[config.mk]
export PLATFORM = sky130hd
export DESIGN_NAME = shift_right_seq_flat
export DESIGN_NICKNAME = d
export VERILOG_FILES = /design/src/rtl/shift_right_seq_pkg.sv /design/src/rtl/shift_right_seq_if.sv /design/src/rtl/shift_right_step.sv /design/src/rtl/shift_right_seq.sv /design/src/flat_wrapper.sv
export SDC_FILE = /design/constraint.sdc
export NUM_CORES = 1
export LEC_CHECK = 0
export ABC_AREA = 0
export BUFFER_PORTS_ARGS = -buffer_cell sky130_fd_sc_hd__buf_2
export CORE_MARGIN = 1
export CORE_UTILIZATION = 36
export DETAILED_ROUTE_END_ITERATION = 8
export GPL_TIMING_DRIVEN = 0
export HOLD_SLACK_MARGIN = 0.05
export PLACE_DENSITY = 0.58
export SYNTH_ARGS = -nofsm -noshare
export SYNTH_HDL_FRONTEND = slang
export SYNTH_HIERARCHICAL = 1
export SYNTH_SLANG_ARGS = --single-unit
[constraint.sdc]
create_clock -name clk -period 2.6 [get_ports clk]
set_input_delay 0.52 -clock clk [delete_from_list [all_inputs] [get_ports clk]]
set_output_delay 0.52 -clock clk [all_outputs]
set_load 0.01 [all_outputs]
[src/rtl/shift_right_seq_pkg.sv]
// shift_right_seq_pkg: shared widths, FSM states and ALU shift funct codes
package shift_right_seq_pkg;
  localparam int DEF_WIDTH = 32;
  localparam int DEF_SHW = 5;
  typedef enum logic [1:0] {ST_IDLE = 2'd0, ST_SHIFT = 2'd1, ST_DONE = 2'd2} state_e;
  localparam logic [5:0] FN_SRL = 6'h02;
  localparam logic [5:0] FN_SRA = 6'h03;
  localparam logic [5:0] FN_SRLV = 6'h06;
  localparam logic [5:0] FN_SRAV = 6'h07;
  // Lets the decoder derive arith from the same codes this block is built around
  function automatic logic is_arith(input logic [5:0] fn);
    return fn == FN_SRA || fn == FN_SRAV;
  endfunction
endpackage

[src/rtl/shift_right_seq_if.sv]
// shift_right_seq_if: start/busy/done request bus between ALU control and the right shifter
interface shift_right_seq_if
  import shift_right_seq_pkg::*;
#(parameter int WIDTH = DEF_WIDTH, parameter int SHW = DEF_SHW);
  logic start;
  logic arith;
  logic [WIDTH-1:0] tg;
  logic [SHW-1:0] sh;
  logic busy;
  logic done;
  logic [WIDTH-1:0] res;
  modport master (output start, arith, tg, sh, input busy, done, res);
  modport slave (input start, arith, tg, sh, output busy, done, res);
endinterface

[src/rtl/shift_right_step.sv]
// shift_right_step: one-bit right shift with logical or sign fill
module shift_right_step #(parameter int WIDTH = 32) (
  input logic [WIDTH-1:0] in,
  input logic fill_sign,
  output logic [WIDTH-1:0] out
);
  assign out = {fill_sign & in[WIDTH-1], in[WIDTH-1:1]};
endmodule

[src/rtl/shift_right_seq.sv]
// shift_right_seq: multi-cycle SRL/SRA shifter, one bit per clock under start/busy/done
module shift_right_seq
  import shift_right_seq_pkg::*;
#(parameter int WIDTH = DEF_WIDTH, parameter int SHW = DEF_SHW) (
  input logic clk,
  input logic rst,
  shift_right_seq_if.slave bus
);
  state_e st, st_n;
  logic [WIDTH-1:0] work, work_sh, res_q;
  logic [SHW-1:0] cnt;
  logic fill_sign, accept, last;
  shift_right_step #(.WIDTH(WIDTH)) u_step (.in(work), .fill_sign(fill_sign), .out(work_sh));
  // DONE accepts like IDLE so back-to-back ops need no bubble
  assign accept = bus.start && (st == ST_IDLE || st == ST_DONE);
  assign last = cnt == SHW'(1);
  // Unused encoding 2'd3 falls through to IDLE since accept is low there
  always_comb begin
    st_n = ST_IDLE;
    st_n = (st == ST_SHIFT) ? (last ? ST_DONE : ST_SHIFT)
         : accept ? ((bus.sh != '0) ? ST_SHIFT : ST_DONE) : ST_IDLE;
  end
  always_ff @(posedge clk or posedge rst) begin
    if (rst) begin
      st <= ST_IDLE;
      work <= '0;
      cnt <= '0;
      fill_sign <= 1'b0;
      res_q <= '0;
    end else begin
      st <= st_n;
      if (accept) begin
        work <= bus.tg;
        cnt <= bus.sh;
        fill_sign <= bus.arith;
        if (bus.sh == '0) res_q <= bus.tg;
      end else if (st == ST_SHIFT) begin
        work <= work_sh;
        cnt <= cnt - SHW'(1);
        if (last) res_q <= work_sh;
      end
    end
  end
  assign bus.busy = st == ST_SHIFT;
  assign bus.done = st == ST_DONE;
  assign bus.res = res_q;
endmodule

[src/flat_wrapper.sv]
// flat-port wrapper written by rule: the top's interface ports become plain ports
module shift_right_seq_flat import shift_right_seq_pkg::*;
#(parameter int WIDTH = DEF_WIDTH, parameter int SHW = DEF_SHW)
  (clk, rst, bus_start, bus_arith, bus_tg, bus_sh, bus_busy, bus_done, bus_res);
  shift_right_seq_if #(.WIDTH(WIDTH), .SHW(SHW)) bus_i ();
  input logic clk;
  input logic rst;
  input wire logic [$bits(bus_i.start)-1:0] bus_start;
  input wire logic [$bits(bus_i.arith)-1:0] bus_arith;
  input wire logic [$bits(bus_i.tg)-1:0] bus_tg;
  input wire logic [$bits(bus_i.sh)-1:0] bus_sh;
  output wire logic [$bits(bus_i.busy)-1:0] bus_busy;
  output wire logic [$bits(bus_i.done)-1:0] bus_done;
  output wire logic [$bits(bus_i.res)-1:0] bus_res;
  assign bus_i.start = bus_start;
  assign bus_i.arith = bus_arith;
  assign bus_i.tg = bus_tg;
  assign bus_i.sh = bus_sh;
  assign bus_busy = bus_i.busy;
  assign bus_done = bus_i.done;
  assign bus_res = bus_i.res;
  shift_right_seq #(.WIDTH(WIDTH), .SHW(SHW)) u_core (.clk(clk), .rst(rst), .bus(bus_i));
endmodule
## Word-level counts from Yosys, hierarchy flattened

Cells that the tools add are included.

| word-level totals | value |
|---|---|
| logic and storage cells | 31 |
| output and inout port bits | 34 |
| bits of input ports | 41 |
| register bits | 72 |

| cells by class | value |
|---|---|
| muxes and demuxes | 12 |
| add/sub/neg operators | 1 |
| reduce and logical (&&, ||, !) cells | 8 |
| bitwise operators | 1 |
| equality and inequality tests | 4 |

Operators with widths:

| operator | count |
|---|---|
| 32-bit 2-to-1 mux | 6 |
| 5-bit 2-to-1 mux | 2 |
| 2-bit 2-to-1 mux | 4 |
| 5-bit by 1-bit == test with 1-bit output, second input constant | 1 |
| 5-bit logical NOT | 1 |
| 5-bit nonzero test | 1 |
| 5-bit by 1-bit subtractor with 5-bit output, second input constant | 1 |
| 2-bit nonzero test | 2 |
| 3-bit AND reduction | 1 |
| 2-bit by 1-bit == test with 1-bit output, second input constant | 1 |
| 2-bit == test, second input constant | 1 |
| 2-bit logical NOT | 1 |
| 2-bit != test, second input constant | 1 |
| 1-bit AND | 1 |
| 1-bit logical AND | 1 |
| 1-bit logical OR | 1 |

## Depth between registers and ports, before layout

| logic depth | value |
|---|---|
| depth after elaboration | 5 |
| depth in mapped cells | 8 |
| gate-level depth less buffers | 5 |

## Cells and area by module

The synthesis kept the hierarchy.

By module, submodules not included:

| module | seq. area each (um^2) | instances | cells each | area an instance (um^2) |
|---|---|---|---|---|
| shift_right_seq | 1801.7 | 1 | 409 | 3709.8 |
| shift_right_step | 0.0 | 1 | 32 | 239.0 |

## Worst setup path after synthesis

Ideal clock, no wire load.

| timing path | value |
|---|---|
| path type | input port to flip-flop |
| from | input port bus_sh[0] |
| to | register u_core.res_q[10] (netlist: u_core/bus.res[10]) |
| library setup time | 0.096 ns |
| data arrival time | 1.853 ns |
| data required time | 2.504 ns |
| stages | 6 |
| path buffers | 3 |
| path slack | 0.651 ns |
| cells stage by stage | or4b_1 -> buf_2 -> or2_1 -> buf_2 -> buf_6 -> a311oi_2 |

| between the ends | value |
|---|---|
| cells in the longest elaborated chain, start to end | 3 |

RTL lines:

| what | line | text |
|---|---|---|
| start, declared | flat_wrapper.sv:11 | `input wire logic [$bits(bus_i.sh)-1:0] bus_sh;` |
| 5-bit logical NOT | shift_right_seq.sv:36 | `if (bus.sh == '0) res_q <= bus.tg;` |
| 2-bit != test (no source line) | - |  |
| 3-bit AND reduction (no source line) | - |  |
| end signal, assigned | shift_right_seq.sv:36 |  |
| end signal, assigned | shift_right_seq.sv:40 | `if (last) res_q <= work_sh;` |
| end, declared | shift_right_seq.sv:10 | `logic [WIDTH-1:0] work, work_sh, res_q;` |

Every way passes these cells.
A chain may end at the register's enable or synchronous reset.

## Final worst setup path

| timing path | value |
|---|---|
| from | register u_core.st[1] |
| to | output port bus_busy |

| between the ends | value |
|---|---|
| cells in the longest elaborated chain, start to end | 1 |

RTL lines:

| what | line | text |
|---|---|---|
| start, declared | shift_right_seq.sv:9 | `state_e st, st_n;` |
| start signal, assigned | shift_right_seq.sv:31 | `st <= st_n;` |
| 2-bit by 1-bit == test with 1-bit output | shift_right_seq.sv:44 | `assign bus.busy = st == ST_SHIFT;` |
| end, declared | flat_wrapper.sv:12 | `output wire logic [$bits(bus_i.busy)-1:0] bus_busy;` |

Every way passes these cells.

==> flow_summary.ini <==
[status]
status = complete, no violations

[cts]
cts_sinks = 71
path_clk_slew_ns = 0.08
cts_tree = done
post_cts_resized = 0
cts-root-buf = clkbuf_8
clock_path_buffers = 2
postCtsHoldBufs = 0
postCtsSetupBuffers = 0
cts_max_level = 3
clk_latency_ns = 0.34
numCtsBuffers = 9

[finish]
postLayoutCellArea_um2 = 4690
drive_gt1_share_pct = 30.8
fillers = 1023
final_cells = 662
fin_util_pct = 45.0
syn2layout_area_growth_pct = 20.0
final_common_cell = buf_2
nets = 565
insertedDiodeCount = 0
layout_common_cells = buf_2, dfrtp_1, nand2_1

[timing]
drv_slew = 0
period_share_pct = 85.2
setup_slack_ns = 0.385
fmax_ghz = 0.451
rsz0062_at_grt = no
slew_headroom_pct = 65.6
finalCriticalPeriod_ns = 2.22
tightestPinTransition_ns = 0.516
timing_hold_violations_final = 0
finClkSkew_ns = 0.0137
setup_viol = 0
setup_tns_ns = 0

[die]
start_util_pct = 37.5
fp.dieW_um = 106
chipHeight_um = 106
io_pins = 75
fp.coreArea_um2 = 10400
rows = 37
die_area_um2 = 11300

[power]
leakage_nw = 2.15
vdd_drop_max_uv = 464
powerDensity_nw_per_um2 = 1170

[grt]
antenna_found_initial = 0
gr-usage-met1_pct = 26.7
overflow = 0
grt_max_degree = 53
grt_pass1_vias = 3465
met3_usage_pct = 3.43
grt.busiest_layer = met2
track_usage_pct = 19.7
grtUsageMet2_pct = 31.8
grt_pass1_wl_um = 17300

[setup_path]
path_cells = nand2b_1 > inv_2 > clkbuf_1 > buf_2
worstSetupPathType = register to output port
critPathRequiredTime_ns = 2.08
start_kind = register
critical_path.top_delay_family = buffers and inverters
crit_path_top_delay_cell = dfrtp_1
endpoint_kind = output port
path_max_fanout = 9
slowest_delay_ns = 0.38
critPathBufInv = 3
cp.arrival_ns = 1.70

[drt]
first_pass_iters = 4
postRouteAntennaNets = 0
via_per_inst = 5.04
vias = 3335
wl_per_cell_um = 15.3
routed_wl_um = 10200
route.detailed.drc = 0
drt-initial-drc-count = 144

[place]
dp.cells = 647
gp_congestion = 0.778
dp_hpwl_um = 7250
port_buffers = 74
dp_worst_setup_slack_ns = 0.369
place_area_um2 = 4480

[yosys]
syn-num-nets = 479
syn_avg_cell_area_um2 = 8.96
syn_area_um2 = 3910
ys_warn_count = 6
netlist_instances = 436

[flow_run]
drv_cap = 0

[hold_path]
hold_path_class = input port to asynchronous set/reset pin
==> layer usage <==
metal | up-vias | wire length (µm)
met2 | 90 | 4750
met4 | 0 | 114
met5 | - | 0
li1 | 1642 | -
met3 | 10 | 531
met1 | 1593 | 4760
==> path summary, 6_finish.rpt <==
kind	from	end	slack [ns]	cells past startpoint
min reg2reg	u_core/fill_sign	u_core/fill_sign	0.50	2
max in group asynchronous	rst	u_core/cnt[1]	1.90	3
min	rst	u_core/bus.res[17]	0.12	2
max reg2reg	u_core/cnt[1]	u_core/bus.res[5]	0.41	8
min in group clk	bus_arith	u_core/fill_sign	0.41	3
max	u_core/st[1]	bus_busy	0.38	4
==> power by group <==
group | internal [mW] | switching (mW)
sequential | 1.64 | 0.285
combinational | 1.17 | 1.41
clock | 0.559 | 0.409
==> registers in the layout, indices dropped and copies added, names as in the netlist <==
signal	cells
u_core/bus.res	32
u_core/work	31
u_core/st	2
u_core/cnt	5
u_core/fill_sign	1
==> metrics by stage <==
step	total power, mW	hold slack [ns]
floorplan	3.79	0.438
global placement	4.47	0.471
detailed placement	4.53	0.477
CTS	5.52	0.131
global route	5.93	0.131
finish	5.47	0.123
==> area by class of cell <==
cell class / count / area [µm²] / area share, %
timing repair buffer: 75 / 398 / 8.49
multi-input combinational: 257 / 1580 / 33.6
sequential: 71 / 1780 / 37.9
inverter: 37 / 141 / 3.02
clock inverter: 4 / 70.1 / 1.49
tap: 136 / 170 / 3.63
clock buffer: 11 / 141 / 3.02
buffer: 71 / 414 / 8.83
(Power assumes the default switching activity.)
